`config.mk`:
```
export PLATFORM = sky130hd
export DESIGN_NAME = se_ifetch
export DESIGN_NICKNAME = d
export VERILOG_FILES = /design/src/rtl/se_ifetch.sv
export SDC_FILE = /design/constraint.sdc
export NUM_CORES = 1
export LEC_CHECK = 0
export ABC_AREA = 1
export ABC_CLOCK_PERIOD_IN_PS = 1800
export BUFFER_PORTS_ARGS = -buffer_cell sky130_fd_sc_hd__buf_2
export CORE_UTILIZATION = 45
export DETAILED_ROUTE_END_ITERATION = 12
export MAX_ROUTING_LAYER = met4
export PLACE_DENSITY_LB_ADDON = 0.12
export SKIP_LAST_GASP = 1
export SLEW_MARGIN = 20
export SYNTH_ARGS = -nofsm -noshare
export SYNTH_HDL_FRONTEND = slang
export SYNTH_SLANG_ARGS = --single-unit
```
`constraint.sdc`:
```
create_clock -name clk_i -period 1.8 [get_ports clk_i]
set_input_delay 0.36 -clock clk_i [delete_from_list [all_inputs] [get_ports clk_i]]
set_output_delay 0.36 -clock clk_i [all_outputs]
set_load 0.005 [all_outputs]
```
`src/rtl/se_ifetch.sv`:
```
// Single-issue instruction fetch stage. It issues one memory request at a time and presents
// each fetched word to decode through a valid/ready hold register.
module se_ifetch #(
  parameter int               XLEN = 64,
  parameter int               ILEN = 32,
  parameter logic [ILEN-1:0]  NOP  = 32'h0000_0013
) (
  input  logic             clk_i,
  input  logic             rst_i,
  input  logic [XLEN-1:0]  pc_i,
  output logic             pc_en_o,
  input  logic             flush_i,
  output logic             imem_req_o,
  output logic [XLEN-1:0]  imem_addr_o,
  input  logic             imem_gnt_i,
  input  logic             imem_rvalid_i,
  input  logic [ILEN-1:0]  imem_rdata_i,
  output logic             if_valid_o,
  input  logic             if_ready_i,
  output logic [ILEN-1:0]  if_instr_o,
  output logic [XLEN-1:0]  if_pc_o,
  output logic             if_misalign_o
);

  typedef enum logic [1:0] {S_IDLE, S_REQ, S_WAIT, S_HOLD} state_t;

  state_t state, state_nx;
  logic   discard, discard_nx;
  logic   req, pc_en, valid;
  logic   load_pc, load_nop, load_data;

  // NOTE: every signal written here gets a default first, so no path can infer a latch.
  always_comb begin
    state_nx   = state;
    discard_nx = discard;
    req        = 1'b0;
    pc_en      = 1'b0;
    valid      = 1'b0;
    load_pc    = 1'b0;
    load_nop   = 1'b0;
    load_data  = 1'b0;
    unique case (state)
      S_IDLE: state_nx = S_REQ;
      S_REQ: begin
        if (!flush_i) begin
          if (pc_i[1:0] != 2'b00) begin
            load_nop = 1'b1;
            state_nx = S_HOLD;
          end else begin
            req = 1'b1;
            if (imem_gnt_i) begin
              pc_en    = 1'b1;
              load_pc  = 1'b1;
              state_nx = S_WAIT;
            end
          end
        end
      end
      S_WAIT: begin
        // A response arriving under a flush, or owed to an earlier flush, is dropped.
        if (imem_rvalid_i) begin
          if (discard || flush_i) begin
            discard_nx = 1'b0;
            state_nx   = S_REQ;
          end else begin
            load_data = 1'b1;
            state_nx  = S_HOLD;
          end
        end else if (flush_i) begin
          discard_nx = 1'b1;
        end
      end
      S_HOLD: begin
        // Flush wins over a same-cycle ready, so the word is withdrawn rather than handed over.
        valid = !flush_i;
        if (flush_i || if_ready_i) state_nx = S_REQ;
      end
      default: state_nx = S_IDLE;
    endcase
  end

  // NOTE: state registers use non-blocking assignments so all flops update together.
  always_ff @(posedge clk_i) begin
    if (rst_i) begin
      state         <= S_IDLE;
      discard       <= 1'b0;
      if_instr_o    <= '0;
      if_pc_o       <= '0;
      if_misalign_o <= 1'b0;
    end else begin
      state   <= state_nx;
      discard <= discard_nx;
      if (load_pc) if_pc_o <= pc_i;
      if (load_nop) begin
        if_pc_o       <= pc_i;
        if_instr_o    <= NOP;
        if_misalign_o <= 1'b1;
      end
      if (load_data) begin
        if_instr_o    <= imem_rdata_i;
        if_misalign_o <= 1'b0;
      end
    end
  end

  // Handshake strobes are held low while reset is asserted, whatever state the register still holds.
  assign imem_req_o  = req   & ~rst_i;
  assign pc_en_o     = pc_en & ~rst_i;
  assign if_valid_o  = valid & ~rst_i;
  assign imem_addr_o = pc_i;

endmodule

```
==> results of run 1 <==
==> placed cells by master, fill, tap and decap left out, types with 2 or more instances in the layout <==
cell type and n:
ha_1 4, inv_1 77, nand2_1 106, buf_4 8, inv_2 5, dfxtp_2 2
buf_2 265, o21ai_0 6, dfxtp_1 98, a21oi_1 33, clkbuf_8 13, nor2_4 2
buf_12 7, nand3_1 97, nor2_1 138
==> critical path, stage by stage, from the launching register on <==
cell     delay, ps
dfxtp_2        350
inv_2           90
ha_4           160
nand4_4        140
nor2_1         110
buf_2          120
==> cell families after synthesis <==
kind of cell	Yosys count
AOI/OAI and AO/OA	39
DFF	100
adders and majority gates	5
buffers and inverters	187
and+or+nand+nor	348
==> area by class of cell <==
cell class	instances	area [sq um]
fill	999	4300
tap	136	170
sequential	100	2000
clock inverter	3	42.5
clock buffer	13	179
inverter	83	314
multi-input combinational	392	1740
timing repair buffer	280	1530
==> layer usage <==
metal / share of wire / GRT usage / vias to the layer above / routed length (um)
met4: 0.0090 / 0.0634 / 0 / 110
li1: - / - / 2381 / -
met5: 0 / - / - / 0
met1: 0.42 / 0.263 / 2032 / 5120
met3: 0.061 / 0.0424 / 10 / 747
met2: 0.51 / 0.395 / 195 / 6240
==> what timing repair did <==
action                                  CTS  global route
resized for setup                         2             6
hold buffers                              0             0
cloned                                    0             0
endpoints found under the setup margin    1            33
==> report_power, final <==
group | internal (mW) | switching [mW]
Sequential | 2.64 | 0.219
Combinational | 1.09 | 1.28
Clock | 0.793 | 0.747
Total | 4.52 | 2.25
==> flip-flops by register name, summed over array words and instances (netlist names) <==
register	flops
if_instr_o	32
state	2
if_misalign_o	1
if_pc_o	64
discard	1
==> per-stage QoR <==
| step | total power [mW] | utilization | hold WS, ps | worst slack [ps] | instance area (sq um) |
|---|---|---|---|---|---|
| after floorplan | 4.42 | - | 442 | 354 | 4730 |
| after global placement | 5.20 | 0.558 | 434 | 160 | 5740 |
| after detailed placement | 5.26 | 0.558 | 441 | 119 | 5740 |
| after CTS | 6.84 | 0.581 | 197 | 11.9 | 5970 |
| after global routing | 7.30 | 0.582 | 202 | 18.1 | 5980 |
| final | 6.77 | 0.582 | 217 | 115 | 5980 |
==> final timing paths <==
| kind | start | end |
|---|---|---|
| setup / recovery | state[1]$_SDFFE_PP0P_ | pc_en_o |
| hold / removal | pc_i[17] | if_pc_o[17]$_SDFFE_PP0P_ |
| setup reg to reg | state[0]$_SDFFE_PP0P_ | if_instr_o[1]$_SDFFE_PP0P_ |
| hold reg to reg | if_misalign_o$_SDFFE_PP0P_ | if_misalign_o$_SDFFE_PP0P_ |
==> run summary, run 1 <==
Leakage -> 3.33 nW
Largest family of logic cells by synthesized area -> simple AND/OR/NAND/NOR gates
Maximum clock rate -> 0.593 GHz
Startpoint types -> flip-flop
Synth-to-Final Area Change -> 26.3%
FFs w/ async S/R, synth -> 0
Final std cells w/o fill -> 1007
RSZ-0062 raised after global routing -> no
Post-Route WL -> 12200 um
Clk_skew -> 9.45 ps
Hold Path Class -> in -> reg
Remaining global-route overflow -> 0
Slew Limit Fails -> 0
Initial antenna violation count -> 0
Ant diodes -> 0
GP Congestion -> 0.837
Largest net degree at the start of global routing -> 50
Vias in the first global route -> 4108
IO Pins -> 266
Number of setup violations in the final report -> 0
Largest cells by area after synthesis -> dfxtp_1, buf_4, nor2_1
Post-synth top area share -> 0.423
XOR/XNOR Fraction of Synth Area -> 0
Post-DRT Antenna Nets -> 0
Cell count after synthesis -> 679
First-pass GRT wire length -> 19400 um
Post-DP HPWL -> 8870 um
CTS H-Tree Depth -> 3
Mapped Area -> 4730 sq um
Post-synthesis adder-cell area fraction -> 0.0132
Average size of a mapped cell -> 6.97 sq um
Total GRT Usage -> 0.225
Top-count cell post-synth -> nor2_1
Worst skew pair latency -> 360 ps
Total die area -> 10900 sq um
Die Ht -> 105 um
Compound-Gate Fraction of Synth Area -> 0.0412
Avg WL per Cell -> 12.1 um
Proportion of synthesized area in mux cells -> 0
Outcome -> complete, no violations
Max-cap violations -> 0
Final Critical Period -> 1680 ps
R2R setup slack -> 230 ps
R2R depth -> 10
CTS buffer count -> 9
CTS Buffer Depth -> 2
Layout cells sized above 1 -> 0.357
Maximum VDD drop -> 0.000479 V
Post-Route Setup TNS -> 0 ps
# nets final -> 973
Simple-gate share of the synthesized area -> 0.308
Dpl cells -> 991
Crit path DAT -> 1320 ps
Drt drc -> 0
Final period util -> 0.936
Critical Path RT -> 1440 ps
Most frequent cells after synthesis -> nor2_1, nand2_1, dfxtp_1
Mapped Nets -> 786
Ys flop type -> dfxtp_1
Slew margin rel. -> 0.769
Root buffer cell -> clkbuf_8
Core Area -> 10300 sq um
I/O Buffers -> 265
CP Class -> reg -> out
Synth area leader -> dfxtp_1
Unique masters post-synth -> 19
Die span in x -> 105 um
FF+latch count, synth -> 100
Starting Density -> 0.461
Sequential share of the synthesized area -> 0.423
Warning count from the yosys run -> 0
DR iter-0 viols -> 287
Num Clock Sinks -> 100
CTS clk-pin slew, worst paths -> 100 ps
Hold Vio Cnt, Final -> 0
Worst-Margin Slew -> 346 ps
Worst Hold Path Cells -> 3
TritonRoute pass-1 iters -> 5
EDFF count, synth -> 0
CTS tree -> built
CP Capture Type -> output pin
Pwr Density -> 1130 nW/um^2
Vias -> 4618
# Post-CTS Setup Buffers -> 0
Worst Path Max Fanout -> 4
Routed vias/inst -> 4.59
FP Rows -> 37
(Power assumes the default switching activity.)
==> inputs of run 2 (changes only) <==
--- a/config.mk
+++ b/config.mk
@@ -6,9 +6,9 @@
 export NUM_CORES = 1
 export LEC_CHECK = 0
 export ABC_AREA = 1
-export ABC_CLOCK_PERIOD_IN_PS = 1800
-export BUFFER_PORTS_ARGS = -buffer_cell sky130_fd_sc_hd__buf_2
-export CORE_UTILIZATION = 45
+export ABC_CLOCK_PERIOD_IN_PS = 1350
+export BUFFER_PORTS_ARGS = -buffer_cell sky130_fd_sc_hd__clkbuf_2
+export CORE_UTILIZATION = 40
 export DETAILED_ROUTE_END_ITERATION = 12
 export MAX_ROUTING_LAYER = met4
 export PLACE_DENSITY_LB_ADDON = 0.12
==> constraint.sdc (replaced) <==
create_clock -name clk_i -period 1.35 [get_ports clk_i]
set_input_delay 0.0675 -clock clk_i [delete_from_list [all_inputs] [get_ports clk_i]]
set_output_delay 0.0675 -clock clk_i [all_outputs]
set_load 0.005 [all_outputs]
==> run summary, run 2 (same netlist as run 1, synthesis figures left out) <==
Outcome -> finished, violations left
Violated checks -> setup timing
Die span in x -> 111 um
Slew margin rel. -> 0.757
Avg WL per Cell -> 13.5 um
Root buffer cell -> clkbuf_16
Post-DP HPWL -> 9130 um
RSZ-0062 raised after global routing -> yes
Core Area -> 11500 sq um
# nets final -> 1094
Slew Limit Fails -> 0
Total GRT Usage -> 0.241
Cell chain of the critical path -> inv_2 > ha_4 > buf_6 > nand4_4 > buf_12 > nor2_4 > clkbuf_2
Total die area -> 12300 sq um
Startpoint types -> flip-flop
Leakage -> 3.96 nW
Maximum VDD drop -> 0.000881 V
GRT Max-Usage Layer -> met2
Worst-Margin Slew -> 365 ps
Synth-to-Final Area Change -> 63.1%
Routed vias/inst -> 4.62
Number of setup violations in the final report -> 95
CTS tree -> built
Final worst slack -> -157 ps
Post-Route Setup TNS -> -9290 ps
IO Pins -> 266
Largest registers -> if_pc_o: 64 flops, if_instr_o: 32 flops, state: 2 flops
Critical Path RT -> 1280 ps
CTS Buffer Depth -> 2
CP Class -> reg -> out
Top delay family on crit path -> buffers and inverters
TritonRoute pass-1 iters -> 4
Leading cell type in the layout, fill and taps excluded -> clkbuf_2
Dpl cells -> 1014
Switching power -> 3.71 mW
Total Power -> 11.0 mW
Hold_ws -> 4.62 ps
Worst Path Buf+Inv -> 4
CP Capture Type -> output pin
Max-cap violations -> 0
Pwr Density -> 1420 nW/um^2
I/O Buffers -> 265
CTS clk-pin slew, worst paths -> 70 ps
Sw Ratio -> 0.337
FP Rows -> 39
First-pass GRT wire length -> 23300 um
Final std cells w/o fill -> 1135
Largest net degree at the start of global routing -> 46
Ant diodes -> 0
Met3 Usage GRT -> 0.0416
Hold Path Class -> in -> reg
Final period util -> 1.12
Remaining global-route overflow -> 0
Num Clock Sinks -> 100
Top reg by flops -> if_pc_o
Logic pwr share -> 0.407
Starting Density -> 0.413
Initial antenna violation count -> 0
Commonest non-fill, non-tap cells in the layout -> clkbuf_2, nand2_1, dfxtp_1, nand3_1, dlygate4sd3_1
Crit-path max cell delay -> 320 ps
Crit path DAT -> 1440 ps
Worst skew pair latency -> 350 ps
Max reg flops -> 64
Slowest-stage cell, CP -> dfxtp_2
Final core utilization -> 0.673
Vias in the first global route -> 4984
Drt drc -> 0
DR iter-0 viols -> 288
Post-Route WL -> 15300 um
Hold Vio Cnt, Final -> 0
Internal power -> 7.28 mW
Layout cells sized above 1 -> 0.414
CTS buffer count -> 9
M2 GR Usage -> 0.424
Clk_skew -> 7.22 ps
Sequential share of power -> 0.348
GP Congestion -> 0.819
CTS H-Tree Depth -> 3
Die Ht -> 111 um
Vias -> 5240
M1 GR Usage -> 0.263
Maximum clock rate -> 0.664 GHz
Post-DRT Antenna Nets -> 0
Fill count -> 914
Final Critical Period -> 1510 ps
Worst Path Max Fanout -> 3
Clock power frac -> 0.245
[run 2: cell count changes in the layout (fill, tap and decap cells not counted), moves of 9 or more]
cell,change
nor2_1,-52
nor2_2,+35
dlygate4sd3_1,+91
buf_2,-263
clkbuf_2,+263
clkbuf_16,+13
buf_6,+11
nor2_4,+17
buf_4,+9
clkbuf_8,-11
[run 2: what timing repair did]
action / in CTS / in global routing
hold buffers: 91 / 0
hold endpoints to repair: 92 / 0
gates resized for setup: 32 / 101
setup buffers: 7 / 0
pin swaps: 4 / 14
gates cloned: 2 / 6
setup endpoints to repair: 99 / 102
[run 2: routing by layer]
layer  share of wire  vias to the layer above
li1                -                     2644
met1            0.39                     2357
met2            0.52                      208
met3           0.055                       31
met4           0.030                        0
met5               0                        -
[run 2: path summary, 6_finish.rpt]
check	slack, ps	startpoint	end	cells after the start
max	-160	state[1]$_SDFFE_PP0P_	pc_en_o	7
min	5	pc_i[0]	if_pc_o[0]$_SDFFE_PP0P_	3
max reg2reg	-140	state[1]$_SDFFE_PP0P_	if_instr_o[20]$_SDFFE_PP0P_	10
min reg2reg	460	if_misalign_o$_SDFFE_PP0P_	if_misalign_o$_SDFFE_PP0P_	2
[run 2: area by class of cell]
class | count | area [sq um] | area share
timing repair buffer | 401 | 2840 | 0.368
multi-input combinational | 392 | 2060 | 0.267
sequential | 100 | 2010 | 0.260
inverter | 83 | 324 | 0.0420
clock buffer | 11 | 253 | 0.0327
tap | 143 | 179 | 0.0232
clock inverter | 5 | 58.8 | 0.00762
[run 2: worst reg2reg max path: stages, from the launching register on]
cell and delay [ps]:
dfxtp_2 330, inv_2 50, ha_4 160, buf_6 110, inv_4 50, nor2_4 40
nand2_4 140, buf_8 160, buf_4 150, nand3_1 90, a21oi_2 140
[run 2: through the flow]
stage | area (sq um) | worst slack [ps]
finish | 7720 | -157
global route | 7720 | -244
CTS | 7290 | -149
detailed placement | 5880 | -85.6
global placement | 5880 | -46.9
floorplan | 4750 | 0.766
[run 2: power groups by stage]
stage	combinational [mW]	sequential [mW]	clock, mW
after floorplan	2.01	3.91	0
after global placement	3.29	3.86	0
after detailed placement	3.35	3.87	0
after CTS	3.83	3.81	2.75
after global routing	4.95	3.90	2.90
final	4.47	3.83	2.69
==> inputs of run 3 (changes only) <==
--- a/config.mk
+++ b/config.mk
@@ -17,3 +17,4 @@
 export SYNTH_ARGS = -nofsm -noshare
 export SYNTH_HDL_FRONTEND = slang
 export SYNTH_SLANG_ARGS = --single-unit
+export TNS_END_PERCENT = 30
==> run summary, run 3 (same netlist as run 1, synthesis figures left out) <==
Top delay family on crit path -> buffers and inverters
Clock power frac -> 0.253
Drt drc -> 0
CTS buffer count -> 9
Total stage count of the critical path -> 7
Leakage -> 3.93 nW
Switching power -> 3.49 mW
Remaining global-route overflow -> 0
Worst Path Max Fanout -> 3
Number of setup violations in the final report -> 100
Hold Path Class -> in -> reg
CTS clk-pin slew, worst paths -> 70 ps
Top reg by flops -> if_pc_o
Die span in x -> 111 um
Total die area -> 12300 sq um
GP Congestion -> 0.819
Largest net degree at the start of global routing -> 46
Slew margin rel. -> 0.754
Sequential share of power -> 0.358
Maximum VDD drop -> 0.000879 V
Vias in the first global route -> 4984
R2R depth -> 10
Largest registers -> if_pc_o: 64 flops, if_instr_o: 32 flops, state: 2 flops
Launching point of the worst reg2reg path -> state[1]$_SDFFE_PP0P_
Initial antenna violation count -> 0
Layout cells sized above 1 -> 0.373
Clk_skew -> 9.25 ps
# nets final -> 1093
Final Critical Period -> 1510 ps
Worst Path Buf+Inv -> 4
Worst-Margin Slew -> 370 ps
Internal power -> 7.16 mW
RR Endpoint -> if_pc_o[60]$_SDFFE_PP0P_
Commonest non-fill, non-tap cells in the layout -> clkbuf_2, nor2_1, nand2_1, dfxtp_1, nand3_1
Post-DP HPWL -> 9130 um
Root buffer cell -> clkbuf_16
Slew Limit Fails -> 0
Crit-path max cell delay -> 320 ps
Starting Density -> 0.413
Post-DRT Antenna Nets -> 0
Outcome -> finished, violations left
Max reg flops -> 64
CP endpoint -> pc_en_o
CTS tree -> built
Maximum clock rate -> 0.664 GHz
Violated checks -> setup timing
DR iter-0 viols -> 262
Vias -> 5157
Core Area -> 11500 sq um
Startpoint types -> flip-flop
Logic pwr share -> 0.389
RSZ-0062 raised after global routing -> yes
Final core utilization -> 0.655
Hold_ws -> 2.79 ps
CTS Buffer Depth -> 2
R2R setup slack -> -140 ps
Num Clock Sinks -> 100
Fill count -> 944
Post-Route WL -> 15000 um
I/O Buffers -> 265
Synth-to-Final Area Change -> 58.6%
CTS H-Tree Depth -> 3
Leading cell type in the layout, fill and taps excluded -> clkbuf_2
Final worst slack -> -156 ps
Max-cap violations -> 0
TritonRoute pass-1 iters -> 4
Hold Vio Cnt, Final -> 0
Total GRT Usage -> 0.241
Die Ht -> 111 um
Cell chain of the critical path -> inv_2 > ha_4 > buf_6 > nand4_4 > buf_12 > nor2_4 > clkbuf_2
Avg WL per Cell -> 13.2 um
IO Pins -> 266
Sw Ratio -> 0.328
Pwr Density -> 1420 nW/um^2
Routed vias/inst -> 4.55
Worst skew pair latency -> 350 ps
Critical Path RT -> 1280 ps
Worst Setup SP -> state[1]$_SDFFE_PP0P_
CP Capture Type -> output pin
Ant diodes -> 0
Crit path DAT -> 1440 ps
FP Rows -> 39
Final period util -> 1.12
First-pass GRT wire length -> 23400 um
Slowest-stage cell, CP -> dfxtp_2
CP Class -> reg -> out
Post-Route Setup TNS -> -8730 ps
==> run 3: cell count changes in the layout (fill, tap and decap cells not counted), moves of 4 or more <==
| cell | delta |
|---|---|
| nand2_1 | +5 |
| nand3_1 | +4 |
| nand3_2 | -4 |
| nor2_4 | -11 |
| nand2_2 | -4 |
| nor2_1 | +27 |
| nor2_2 | -16 |
==> run 3: cell type report <==
cell class	count	area (sq um)	area share
Multi-Input combinational cell	392	1870	0.249
Clock buffer	11	253	0.0337
Tap cell	143	179	0.0238
Clock inverter	5	58.8	0.00783
Timing Repair Buffer	400	2820	0.375
Sequential cell	100	2000	0.267
Inverter	83	324	0.0432
==> run 3: through the flow <==
| stage | cells | cell area (sq um) | total power [mW] | setup slack, ps |
|---|---|---|---|---|
| finish | 1134 | 7510 | 10.7 | -156 |
| CTS | 1130 | 7280 | 10.4 | -149 |
| floorplan | 679 | 4750 | 5.92 | 0.766 |
| detailed placement | 1014 | 5880 | 7.22 | -85.6 |
| global route | 1134 | 7510 | 11.4 | -238 |
| global placement | 1014 | 5880 | 7.14 | -46.9 |
==> run 3: worst min-delay path by stage <==
| stage | slack [ps] | start | depth (start not counted) | to |
|---|---|---|---|---|
| 2_1_floorplan | 190 | pc_i[0] | 2 | if_pc_o[0]$_SDFFE_PP0P_ |
| 3_3_place_gp | 290 | pc_i[37] | 3 | if_pc_o[37]$_SDFFE_PP0P_ |
| 3_5_place_dp | 300 | pc_i[38] | 3 | if_pc_o[38]$_SDFFE_PP0P_ |
| 4_1_cts | -3 | pc_i[0] | 3 | if_pc_o[0]$_SDFFE_PP0P_ |
| 5_1_grt | 20 | pc_i[0] | 3 | if_pc_o[0]$_SDFFE_PP0P_ |
| 6_report | 3 | pc_i[0] | 3 | if_pc_o[0]$_SDFFE_PP0P_ |
==> run 3: power groups by stage <==
stage          sequential (mW)  combinational [mW]  clock (mW)
6_report                  3.82                4.14        2.70
5_1_grt                   3.89                4.62        2.90
4_1_cts                   3.81                3.82        2.75
3_5_place_dp              3.87                3.35           0
3_3_place_gp              3.86                3.29           0
2_1_floorplan             3.91                2.01           0
==> run 3: tightest hold or removal path: stages <==
cell	delay, ps
clkbuf_2	130
nor2_1	50
nor2_1	70
==> run 3: what timing repair did <==
action | CTS | global route
endpoints found under the setup margin | 99 | 102
pin swaps | 4 | 4
gates cloned | 2 | 4
hold buffers | 91 | 0
endpoints found under the hold margin | 92 | 0
resized for setup | 28 | 42
setup buffers | 7 | 0
==> run 3: routing by layer <==
layer  share of wire  GRT usage  vias to the layer above  wire (um)
li1                -          -                     2638          -
met1            0.40      0.264                     2293       5930
met2            0.52      0.427                      197       7800
met3           0.056     0.0410                       29        840
met4           0.026      0.110                        0        387
met5               0          -                        -          0
